==> src/rtl/demux_deser_1_8.sv <==
// Serial-to-parallel 1:8 demux: a 3-bit slot counter steers serial bits
// into a shadow register and completed bytes leave on a valid/ready port.
module demux_deser_1_8 #(
  parameter bit LSB_FIRST     = 1'b1,
  parameter bit CLEAR_ON_SYNC = 1'b1
) (
  input  logic       clk,
  input  logic       rst,
  input  logic       din,
  input  logic       din_valid,
  input  logic       frame_start,
  output logic [2:0] sel,
  output logic [7:0] dout,
  output logic       dout_valid,
  input  logic       dout_ready,
  output logic       overrun,
  input  logic       clr_overrun
);

  logic [2:0] sel_q, sel_d;
  logic [7:0] shadow_q, shadow_d;
  logic [7:0] dout_q, dout_d;
  logic       dv_q, dv_d;
  logic       ovr_q, ovr_d;
  logic       complete;
  logic       ovr_set;

  // MSB-first streams fill the byte from bit 7 downward.
  function automatic logic [2:0] slot_of(input logic [2:0] s);
    return LSB_FIRST ? s : ~s;
  endfunction

  always_comb begin
    sel_d    = sel_q;
    shadow_d = shadow_q;
    dout_d   = dout_q;
    dv_d     = dv_q;
    complete = 1'b0;
    ovr_set  = 1'b0;

    if (din_valid) begin
      if (frame_start) begin
        shadow_d[slot_of(3'd0)] = din;
        sel_d = 3'd1;
      end else begin
        shadow_d[slot_of(sel_q)] = din;
        sel_d    = sel_q + 3'd1;
        complete = (sel_q == 3'd7);
      end
    end else if (frame_start) begin
      sel_d = 3'd0;
      if (CLEAR_ON_SYNC)
        shadow_d = 8'h00;
    end

    if (complete) begin
      if (!dv_q || dout_ready) begin
        dout_d = shadow_d;
        dv_d   = 1'b1;
      end else begin
        ovr_set = 1'b1;
      end
    end else if (dv_q && dout_ready) begin
      dv_d = 1'b0;
    end

    // A new drop outranks a simultaneous clear.
    if (ovr_set)
      ovr_d = 1'b1;
    else if (clr_overrun)
      ovr_d = 1'b0;
    else
      ovr_d = ovr_q;
  end

  always_ff @(posedge clk or posedge rst) begin
    if (rst) begin
      sel_q    <= 3'd0;
      shadow_q <= 8'h00;
      dout_q   <= 8'h00;
      dv_q     <= 1'b0;
      ovr_q    <= 1'b0;
    end else begin
      sel_q    <= sel_d;
      shadow_q <= shadow_d;
      dout_q   <= dout_d;
      dv_q     <= dv_d;
      ovr_q    <= ovr_d;
    end
  end

  assign sel        = sel_q;
  assign dout       = dout_q;
  assign dout_valid = dv_q;
  assign overrun    = ovr_q;

endmodule

==> config.mk <==
export PLATFORM = sky130hd
export DESIGN_NAME = demux_deser_1_8
export DESIGN_NICKNAME = d
export VERILOG_FILES = /design/src/rtl/demux_deser_1_8.sv
export SDC_FILE = /design/constraint.sdc
export NUM_CORES = 1
export LEC_CHECK = 0
export CORE_UTILIZATION = 55
export DETAILED_ROUTE_END_ITERATION = 8
export GPL_ROUTABILITY_DRIVEN = 0
export GPL_TIMING_DRIVEN = 0
export PLACE_DENSITY = 0.85
export REMOVE_ABC_BUFFERS = 1
export SLEW_MARGIN = 40
export SYNTH_ARGS = -nofsm -noshare
export SYNTH_HDL_FRONTEND = slang
export SYNTH_SLANG_ARGS = --single-unit
==> constraint.sdc <==
create_clock -name clk -period 4.43 [get_ports clk]
set_input_delay 0.886 -clock clk [delete_from_list [all_inputs] [get_ports clk]]
set_output_delay 0.886 -clock clk [all_outputs]
set_load 0.02 [all_outputs]
==> flow_metrics.py, run 1 <==
metrics = {
    "status": {
        "status": "finished clean",
    },
    "power_and_ir_drop": {
        "internal_power_uw": 266.7,
        "comb_power_share": 0.167,
        "max-vdd-ir-drop_uv": 188.8,
        "pwr-share-clk": 0.248,
        "leakage_nw": 0.6196,
        "power.density_cell_area_nw_per_um2": 279.8,
        "power.net_switching_uw": 102.2,
        "power_frac_seq": 0.584,
        "swShare": 0.2771,
    },
    "sta": {
        "grt_setup_unrepaired": "false",
        "worst_clock_skew_ns": 0.006162,
        "setup_slack_ns": 1.843,
        "drv_slew": 0,
        "final_min_period_over_clock_period": 0.5839,
        "timing.max_slew.rel_slack": 0.6191,
        "report.final.hold_viol_count": 0,
        "max_freq_ghz": 0.3866,
        "tightestPinTransition_ns": 0.5695,
        "setup_violations": 0,
        "timing.final.crit_period_ns": 2.587,
        "finalSetupTns_ns": 0,
    },
    "placed_design": {
        "place_hpwl_mm": 1.358,
        "placement.setup.worst_slack_ns": 1.208,
        "placement.io_buffers": 19,
    },
    "clocking": {
        "h_tree_lvls": 1,
        "cts_resized": 0,
        "clockRootBuffer": "sky130_fd_sc_hd__clkbuf_4",
        "cts_setup_buffers": 0,
        "tritoncts.num_buffers": 3,
        "clockBufferDepth": 2,
        "clk_transition_reported_paths_ns": 0.12,
        "cts.sink_count": 21,
        "worst_skew_pair.late_latency_ns": 0.31,
        "cts_hold_repair.buffers": 0,
        "tritoncts": "built",
    },
    "setup_path": {
        "setup.worst_path.start_class": "primary input",
        "critPathCaptureType": "flop",
        "setup.worst_path.start": "din_valid",
        "worst_path_largest_cell_delay_ns": 0.83,
        "required_worst_endpoint_ns": 4.63,
        "reg2reg_from": "sel[1]$_DFFE_PP0P_",
        "worstSetupPathType": "in2reg",
        "path_cells": "clkdlybuf4s50_1 -> nand3b_1 -> nor2b_2 -> mux2_2",
        "worst-endpoint-arrival_ns": 2.79,
        "cp_max_fo": 14,
        "critPathSlowestCell": "sky130_fd_sc_hd__clkdlybuf4s50_1",
    },
    "synth": {
        "netlist_top_cells_area": "sky130_fd_sc_hd__dfrtp_1 47%, sky130_fd_sc_hd__mux2_4 11%, sky130_fd_sc_hd__a22o_1 5.5%",
        "share_of_async_settable_or_async_resettable_flops_after_synthesis": 1.000,
        "synth_largest_type_area_fraction": 0.4688,
        "yosys_most_used_dff": "sky130_fd_sc_hd__dfrtp_1",
        "synthCells": 81,
        "synthesis.area_um2": 1121,
        "register_area_share_after_synthesis": 0.4688,
        "synth.avg_cell_area_um2": 13.84,
        "synth-seq-cells": 21,
        "synth_top_cell_by_area": "sky130_fd_sc_hd__dfrtp_1",
        "synth_edf_count": 0,
        "synth_cell_type_count": 27,
        "yosysWarningCount": 0,
    },
    "global_routing": {
        "initial_antenna_violation_count": 0,
        "grt_pass1_wl_mm": 3.167,
        "globalRouteTotalUtil": 0.2169,
        "grt_pass1_vias": 677,
        "grt_overflow_total": 0,
        "pin_count_of_the_biggest_net_entering_global_routing": 22,
    },
    "min_path": {
        "worst_min_delay_path_startpoint": "dout[0]$_DFFE_PP0P_",
        "worst_min_delay_path_category": "reg2reg",
    },
    "floorplan": {
        "placeableCoreArea_um2": 1821,
        "num_io_pins": 20,
        "dieArea_um2": 2223,
        "fp-row-count": 15,
        "floorplan.initialDensity": 0.6158,
        "die_w_um": 47.15,
        "chipHeight_um": 47.15,
    },
    "drt": {
        "route.final.wire_length_mm": 1.937,
        "drc": 0,
        "initialDrtViolationCount": 8,
        "firstDrtPassIters": 2,
        "vias_per_cell": 5.694,
        "vias": 689,
        "ant_nets": 0,
        "routed_length_per_instance_um": 16.01,
    },
    "run": {
        "drv_cap": 0,
    },
    "layout": {
        "layout.cells.most_common": "sky130_fd_sc_hd__dfrtp_1",
        "layout-drive-gt1-share": 0.2500,
        "n_antenna_cell": 0,
        "synthToLayoutAreaGrowth_pct": 17.63,
        "finalNetCount": 106,
        "n_fill_cell": 143,
        "final_cell_mix": "21 x sky130_fd_sc_hd__dfrtp_1, 19 x sky130_fd_sc_hd__clkdlybuf4s50_1, 8 x sky130_fd_sc_hd__mux2_4",
    },
}
final timing paths:
| check | endpoint | slack [ns] | cells past startpoint |
|---|---|---|---|
| max in group asynchronous | shadow_q[4]$_DFF_PP0_ | 3.24 | 2 |
| setup reg to reg | dout[4]$_DFFE_PP0P_ | 2.34 | 5 |
| min in group asynchronous | shadow_q[3]$_DFF_PP0_ | 0.88 | 2 |
| hold reg to reg | dout[0]$_DFFE_PP0P_ | 0.50 | 1 |
| setup / recovery | dout[4]$_DFFE_PP0P_ | 1.84 | 4 |
| hold / removal | dout[0]$_DFFE_PP0P_ | 0.50 | 1 |
layout make-up:
cell class                      instances  area (µm²)  area share
Tap cell                               25       31.28     0.02372
Timing Repair Buffer                   19       190.2      0.1442
Inverter                                2       7.507    0.005693
Clock buffer                            3       22.52     0.01708
Sequential cell                        21       525.5      0.3985
Clock inverter                          1       5.005    0.003795
Multi-Input combinational cell         50       536.8      0.4070
power groups by stage:
stage / sequential, mW / clock (mW) / combinational (mW)
2_1_floorplan: 0.221 / 0 / 0.0331
3_3_place_gp: 0.218 / 0 / 0.0601
3_5_place_dp: 0.219 / 0 / 0.0620
4_1_cts: 0.215 / 0.0957 / 0.0627
5_1_grt: 0.218 / 0.101 / 0.0679
6_report: 0.216 / 0.0916 / 0.0618
per-layer routing:
layer / vias up / track usage / part of all wire
met5: - / 0 / 0
met4: 0 / 0.08571 / 0.012
met3: 3 / 0.04615 / 0.045
met2: 22 / 0.3472 / 0.50
met1: 335 / 0.2878 / 0.45
li1: 329 / - / -
critical path, delay by kind of cell:
family / cells / cell delay [ns]
buffers and inverters: 1 / 0.83
AND/OR/NAND/NOR: 2 / 0.67
multiplexers: 1 / 0.39
sequential cells by signal, indices dropped and copies added (netlist names):
name	count
dout	8
dout_valid	1
overrun	1
sel	3
shadow_q	8
cells in the mapped netlist (3+ instances only):
cell,count
sky130_fd_sc_hd__dfrtp_1,21
sky130_fd_sc_hd__mux2_2,5
sky130_fd_sc_hd__nand2b_1,3
sky130_fd_sc_hd__and4bb_1,3
sky130_fd_sc_hd__nor2_1,3
sky130_fd_sc_hd__a22o_1,7
sky130_fd_sc_hd__buf_4,3
sky130_fd_sc_hd__mux2_4,8
sky130_fd_sc_hd__buf_2,3
sky130_fd_sc_hd__mux2i_1,3
per-stage QoR:
stage	hold WS (ns)	instances	area [µm²]	utilization	total power, mW
finish	0.4950	121	1319	0.7244	0.3689
global route	0.5178	121	1319	0.7244	0.3862
CTS	0.5020	121	1316	0.7230	0.3737
detailed placement	0.4737	117	1289	0.7079	0.2811
global placement	0.4695	117	1289	0.7079	0.2784
floorplan	0.4587	73	1067	-	0.2539
cell families after synthesis:
family / count (synthesis) / synth area share
mux: 18 / 0.2042
simple gates: 19 / 0.1618
buf+inv: 10 / 0.05468
compound gates: 10 / 0.08036
xor+xnor: 1 / 0.007814
flops: 21 / 0.4687
fa+ha+maj: 2 / 0.02232
Power figures use the tool's default switching activity.
==> run 2, diff against run 1 <==
--- a/config.mk
+++ b/config.mk
@@ -5,11 +5,11 @@
 export SDC_FILE = /design/constraint.sdc
 export NUM_CORES = 1
 export LEC_CHECK = 0
-export CORE_UTILIZATION = 55
+export CORE_UTILIZATION = 46
 export DETAILED_ROUTE_END_ITERATION = 8
 export GPL_ROUTABILITY_DRIVEN = 0
 export GPL_TIMING_DRIVEN = 0
-export PLACE_DENSITY = 0.85
+export PLACE_DENSITY = 0.76
 export REMOVE_ABC_BUFFERS = 1
 export SLEW_MARGIN = 40
 export SYNTH_ARGS = -nofsm -noshare
==> constraint.sdc (replaced) <==
create_clock -name clk -period 2.2 [get_ports clk]
set_input_delay 0.44 -clock clk [delete_from_list [all_inputs] [get_ports clk]]
set_output_delay 0.44 -clock clk [all_outputs]
set_load 0.02 [all_outputs]
==> flow_metrics.py, run 2 (synthesis results as in run 1) <==
metrics = {
    "layout": {
        "n_antenna_cell": 0,
        "layout.cells.most_common": "sky130_fd_sc_hd__dfrtp_1",
        "final_cell_mix": "21 x sky130_fd_sc_hd__dfrtp_1, 18 x sky130_fd_sc_hd__clkdlybuf4s50_1, 8 x sky130_fd_sc_hd__mux2_4",
        "synthToLayoutAreaGrowth_pct": 18.64,
        "finalNetCount": 106,
        "n_fill_cell": 204,
        "layout-drive-gt1-share": 0.2500,
    },
    "setup_path": {
        "worst-endpoint-arrival_ns": 1.67,
        "setup.worst_path.start_class": "flop",
        "timing.critical_path.buf_inv": 1,
        "path_delay_family": "buffers and inverters",
        "path_cells": "clkdlybuf4s50_1",
        "r2r_slack_ns": 0.21,
        "cp_max_fo": 12,
        "reg2reg_from": "sel[1]$_DFFE_PP0P_",
        "path_depth": 1,
        "reg2reg_to": "dout[4]$_DFFE_PP0P_",
        "required_worst_endpoint_ns": 1.76,
        "critPathCaptureType": "output port",
        "critPathSlowestCell": "sky130_fd_sc_hd__clkdlybuf4s50_1",
        "worst_path_largest_cell_delay_ns": 0.70,
        "ff_to_ff_path_depth": 5,
        "worstSetupPathType": "reg2out",
    },
    "global_routing": {
        "grt_pass1_vias": 730,
        "initial_antenna_violation_count": 0,
        "grt_pass1_wl_mm": 3.318,
        "grt_overflow_total": 0,
        "globalRouteTotalUtil": 0.1715,
        "pin_count_of_the_biggest_net_entering_global_routing": 22,
    },
    "sta": {
        "max_freq_ghz": 0.4741,
        "grt_setup_unrepaired": "false",
        "final.hold.worst_slack_ns": 0.4449,
        "setup_violations": 0,
        "drv_slew": 0,
        "worst_clock_skew_ns": 0.004003,
        "tightestPinTransition_ns": 0.5994,
        "report.final.hold_viol_count": 0,
        "final_min_period_over_clock_period": 0.9587,
        "timing.max_slew.rel_slack": 0.5997,
        "timing.final.crit_period_ns": 2.109,
    },
    "clocking": {
        "tritoncts": "built",
        "worst_skew_pair.late_latency_ns": 0.31,
        "cts.sink_count": 21,
        "clockBufferDepth": 2,
        "h_tree_lvls": 1,
        "cts_hold_repair.buffers": 0,
        "clockRootBuffer": "sky130_fd_sc_hd__clkbuf_4",
        "clk_transition_reported_paths_ns": 0.12,
        "cts_setup_buffers": 0,
        "tritoncts.num_buffers": 3,
    },
    "placed_design": {
        "place_hpwl_mm": 1.269,
        "placement.io_buffers": 19,
    },
    "floorplan": {
        "die_w_um": 51.37,
        "num_io_pins": 20,
        "dieArea_um2": 2638,
        "fp-row-count": 17,
        "chipHeight_um": 51.37,
        "floorplan.initialDensity": 0.4972,
        "placeableCoreArea_um2": 2255,
    },
    "drt": {
        "route.final.wire_length_mm": 1.866,
        "routed_length_per_instance_um": 15.05,
        "ant_nets": 0,
        "drc": 0,
        "vias": 685,
        "initialDrtViolationCount": 7,
        "firstDrtPassIters": 4,
        "vias_per_cell": 5.524,
    },
    "min_path": {
        "worst_min_delay_path_category": "in2async",
    },
    "run": {
        "drv_cap": 0,
    },
    "power_and_ir_drop": {
        "max-vdd-ir-drop_uv": 429.8,
        "finalPower_uw": 747.0,
        "leakage_nw": 0.6358,
        "power.density_cell_area_nw_per_um2": 561.6,
    },
    "status": {
        "status": "finished clean",
    },
}
==> run 2: final cells by class <==
| class | count | area (µm²) | area share |
|---|---|---|---|
| clock inverters | 1 | 5.005 | 0.003763 |
| clock buffers | 3 | 22.52 | 0.01693 |
| repair buffers | 19 | 192.7 | 0.1449 |
| inverters | 2 | 7.507 | 0.005644 |
| multi-input cells | 50 | 541.8 | 0.4073 |
| well taps | 28 | 35.03 | 0.02634 |
| flip-flops and latches | 21 | 525.5 | 0.3951 |
==> run 2: stage by stage <==
step	util	instance area (µm²)	TNS [ns]	instances	setup WS, ns
after global routing	0.5899	1330	0	124	0.005227
after floorplan	-	1067	0	73	0.09124
after global placement	0.5733	1292	-4.294	120	-0.5565
after CTS	0.5866	1323	0	124	0.04074
final	0.5899	1330	0	124	0.09084
after detailed placement	0.5733	1292	-4.237	120	-0.5477
==> run 2: report_power, final <==
| part | switching (mW) | internal (mW) | total [mW] |
|---|---|---|---|
| sequential | 0.0326 | 0.402 | 0.434 |
| clock | 0.120 | 0.0679 | 0.188 |
| combinational | 0.0571 | 0.0673 | 0.124 |
| total | 0.210 | 0.537 | 0.747 |
==> run 2: worst max path at each step <==
stage	slack [ns]	to	from
floorplan	0.09	dout[1]$_DFFE_PP0P_	sel[1]$_DFFE_PP0P_
global placement	-0.56	dout[1]$_DFFE_PP0P_	din_valid
detailed placement	-0.55	dout[2]$_DFFE_PP0P_	din_valid
CTS	0.04	dout[4]$_DFFE_PP0P_	din_valid
global route	0.005	sel[0]	sel[0]$_DFFE_PP0P_
finish	0.09	sel[0]	sel[0]$_DFFE_PP0P_
==> run 2: repair_timing <==
item	4_1_cts	5_1_grt
gates resized for setup	1	2
gates cloned	0	0
setup endpoints to repair	8	8
pin swaps	0	0
==> run 2: layer usage <==
metal  vias up  part of all wire  track usage
li1        325                 -            -
met1       345              0.48       0.2340
met2        13              0.48       0.2706
met3         2             0.030      0.02679
met4         0            0.0096      0.06757
met5         -                 0            0
==> run 3, diff against run 2 <==
--- a/config.mk
+++ b/config.mk
@@ -5,12 +5,14 @@
 export SDC_FILE = /design/constraint.sdc
 export NUM_CORES = 1
 export LEC_CHECK = 0
-export CORE_UTILIZATION = 46
+export CORE_UTILIZATION = 55
 export DETAILED_ROUTE_END_ITERATION = 8
+export DONT_BUFFER_PORTS = 1
 export GPL_ROUTABILITY_DRIVEN = 0
 export GPL_TIMING_DRIVEN = 0
-export PLACE_DENSITY = 0.76
+export PLACE_DENSITY = 0.75
 export REMOVE_ABC_BUFFERS = 1
+export SETUP_SLACK_MARGIN = 0.5
 export SLEW_MARGIN = 40
 export SYNTH_ARGS = -nofsm -noshare
 export SYNTH_HDL_FRONTEND = slang
==> flow_metrics.py, run 3 (synthesis results as in run 1) <==
metrics = {
    "floorplan": {
        "num_io_pins": 20,
        "floorplan.initialDensity": 0.6158,
        "chipHeight_um": 47.15,
        "die_w_um": 47.15,
        "fp-row-count": 15,
        "dieArea_um2": 2223,
        "placeableCoreArea_um2": 1821,
    },
    "global_routing": {
        "globalRouteTotalUtil": 0.2109,
        "grt_pass1_vias": 651,
        "grt_pass1_wl_mm": 3.160,
        "grt_overflow_total": 0,
        "pin_count_of_the_biggest_net_entering_global_routing": 22,
        "initial_antenna_violation_count": 0,
    },
    "drt": {
        "drc": 0,
        "vias": 646,
        "route.final.wire_length_mm": 1.970,
        "vias_per_cell": 5.927,
        "initialDrtViolationCount": 6,
        "routed_length_per_instance_um": 18.07,
        "ant_nets": 0,
        "firstDrtPassIters": 3,
    },
    "layout": {
        "synthToLayoutAreaGrowth_pct": 12.61,
        "layout.cells.most_common": "sky130_fd_sc_hd__dfrtp_1",
        "n_antenna_cell": 0,
        "finalNetCount": 94,
        "final_cell_mix": "18 x sky130_fd_sc_hd__dfrtp_1, 11 x sky130_fd_sc_hd__mux2_4, 7 x sky130_fd_sc_hd__a22o_1",
        "layout-drive-gt1-share": 0.4286,
        "final_util": 0.6935,
    },
    "setup_path": {
        "timing.critical_path.buf_inv": 1,
        "setup.worst_path.start_class": "flop",
        "worst_path_largest_cell_delay_ns": 0.56,
        "worstSetupPathType": "reg2reg",
        "critPathCaptureType": "flop",
        "path_common_cell": "sky130_fd_sc_hd__ha_4",
        "critPathSlowestCell": "sky130_fd_sc_hd__dfrtp_2",
        "required_worst_endpoint_ns": 2.39,
        "path_cells": "ha_4 -> ha_4 -> nand3b_1 -> nor2b_4 -> buf_12 -> mux2_2",
        "path_delay_family": "flip-flops",
        "cp_max_fo": 8,
        "worst-endpoint-arrival_ns": 1.92,
    },
    "power_and_ir_drop": {
        "internal_power_uw": 537.6,
        "power.net_switching_uw": 196.9,
        "power.density_cell_area_nw_per_um2": 581.8,
        "leakage_nw": 0.5947,
        "comb_power_share": 0.151,
        "power_frac_seq": 0.605,
        "pwr-share-clk": 0.244,
        "max-vdd-ir-drop_uv": 548.9,
        "swShare": 0.2681,
    },
    "placed_design": {
        "placement.io_buffers": 0,
        "place_hpwl_mm": 1.127,
    },
    "clocking": {
        "clockBufferDepth": 2,
        "worst_skew_pair.late_latency_ns": 0.29,
        "clk_transition_reported_paths_ns": 0.11,
        "clockRootBuffer": "sky130_fd_sc_hd__clkbuf_4",
        "cts.sink_count": 21,
        "h_tree_lvls": 1,
        "tritoncts.num_buffers": 3,
        "tritoncts": "built",
        "cts_hold_repair.buffers": 0,
    },
    "sta": {
        "setup_violations": 0,
        "drv_slew": 0,
        "timing.final.crit_period_ns": 1.723,
        "timing.max_slew.rel_slack": 0.6630,
        "finalSetupTns_ns": 0,
        "tightestPinTransition_ns": 0.5036,
        "report.final.hold_viol_count": 0,
        "final_min_period_over_clock_period": 0.7834,
        "max_freq_ghz": 0.5803,
        "grt_setup_unrepaired": "true",
        "worst_clock_skew_ns": 0.007286,
    },
    "min_path": {
        "worst_min_delay_path_category": "in2async",
    },
    "status": {
        "status": "finished clean",
    },
    "run": {
        "drv_cap": 0,
    },
}
==> run 3: layer usage <==
layer	GRT usage	part of all wire	vias to the layer above
met5	0	0	-
met3	0.06923	0.039	4
met1	0.2985	0.49	325
li1	-	-	303
met2	0.2944	0.45	14
met4	0.09143	0.021	0
==> run 3: timing repair <==
action | CTS | global route
endpoints found under the setup margin | 10 | 9
resized for setup | 16 | 2
pin swaps | 3 | 1
setup buffers | 7 | 0
==> run 3: power by group through the flow <==
stage               logic, mW  registers, mW  clock network, mW
global placement       0.0731          0.451                  0
CTS                     0.108          0.443              0.188
finish                  0.111          0.444              0.180
floorplan              0.0667          0.445                  0
global route            0.119          0.447              0.205
detailed placement     0.0760          0.452                  0
==> run 3: worst register-to-register path, cell delays in order, from the launching register on <==
cell	delay, ns
sky130_fd_sc_hd__dfrtp_2	0.56
sky130_fd_sc_hd__ha_4	0.19
sky130_fd_sc_hd__ha_4	0.11
sky130_fd_sc_hd__nand3b_1	0.13
sky130_fd_sc_hd__nor2b_4	0.17
sky130_fd_sc_hd__buf_12	0.14
sky130_fd_sc_hd__mux2_2	0.33
==> run 3: path summary, 6_finish.rpt <==
check                                 startpoint  cells past startpoint  slack [ns]                     to
setup / recovery              sel[0]$_DFFE_PP0P_                      6        0.48    dout[4]$_DFFE_PP0P_
hold / removal                               rst                      1        0.01  shadow_q[1]$_DFF_PP0_
setup reg to reg              sel[0]$_DFFE_PP0P_                      6        0.48    dout[4]$_DFFE_PP0P_
hold reg to reg            shadow_q[4]$_DFF_PP0_                      1        0.50  shadow_q[4]$_DFF_PP0_
max in group asynchronous                    rst                      1        1.85     sel[1]$_DFFE_PP0P_
min in group clk                     frame_start                      1        0.20     sel[2]$_DFFE_PP0P_
==> run 3: final cells by class <==
cell class | instances | area (µm²)
inverters | 2 | 7.507
clock buffers | 4 | 26.28
flip-flops and latches | 21 | 529.3
repair buffers | 7 | 72.57
well taps | 25 | 31.28
multi-input cells | 50 | 595.6
fillers | 126 | 558.0
==> run 3: metrics by stage <==
stage	cell area [µm²]	hold slack, ns	power (mW)	setup WS (ns)	instances
floorplan	1067	0.4165	0.5113	0.09124	73
CTS	1255	0.1850	0.7384	0.4655	109
global placement	1099	0.4698	0.5242	-0.2362	98
detailed placement	1099	0.4791	0.5282	-0.2953	98
global route	1262	0.02050	0.7705	0.4333	109
finish	1262	0.01286	0.7345	0.4766	109
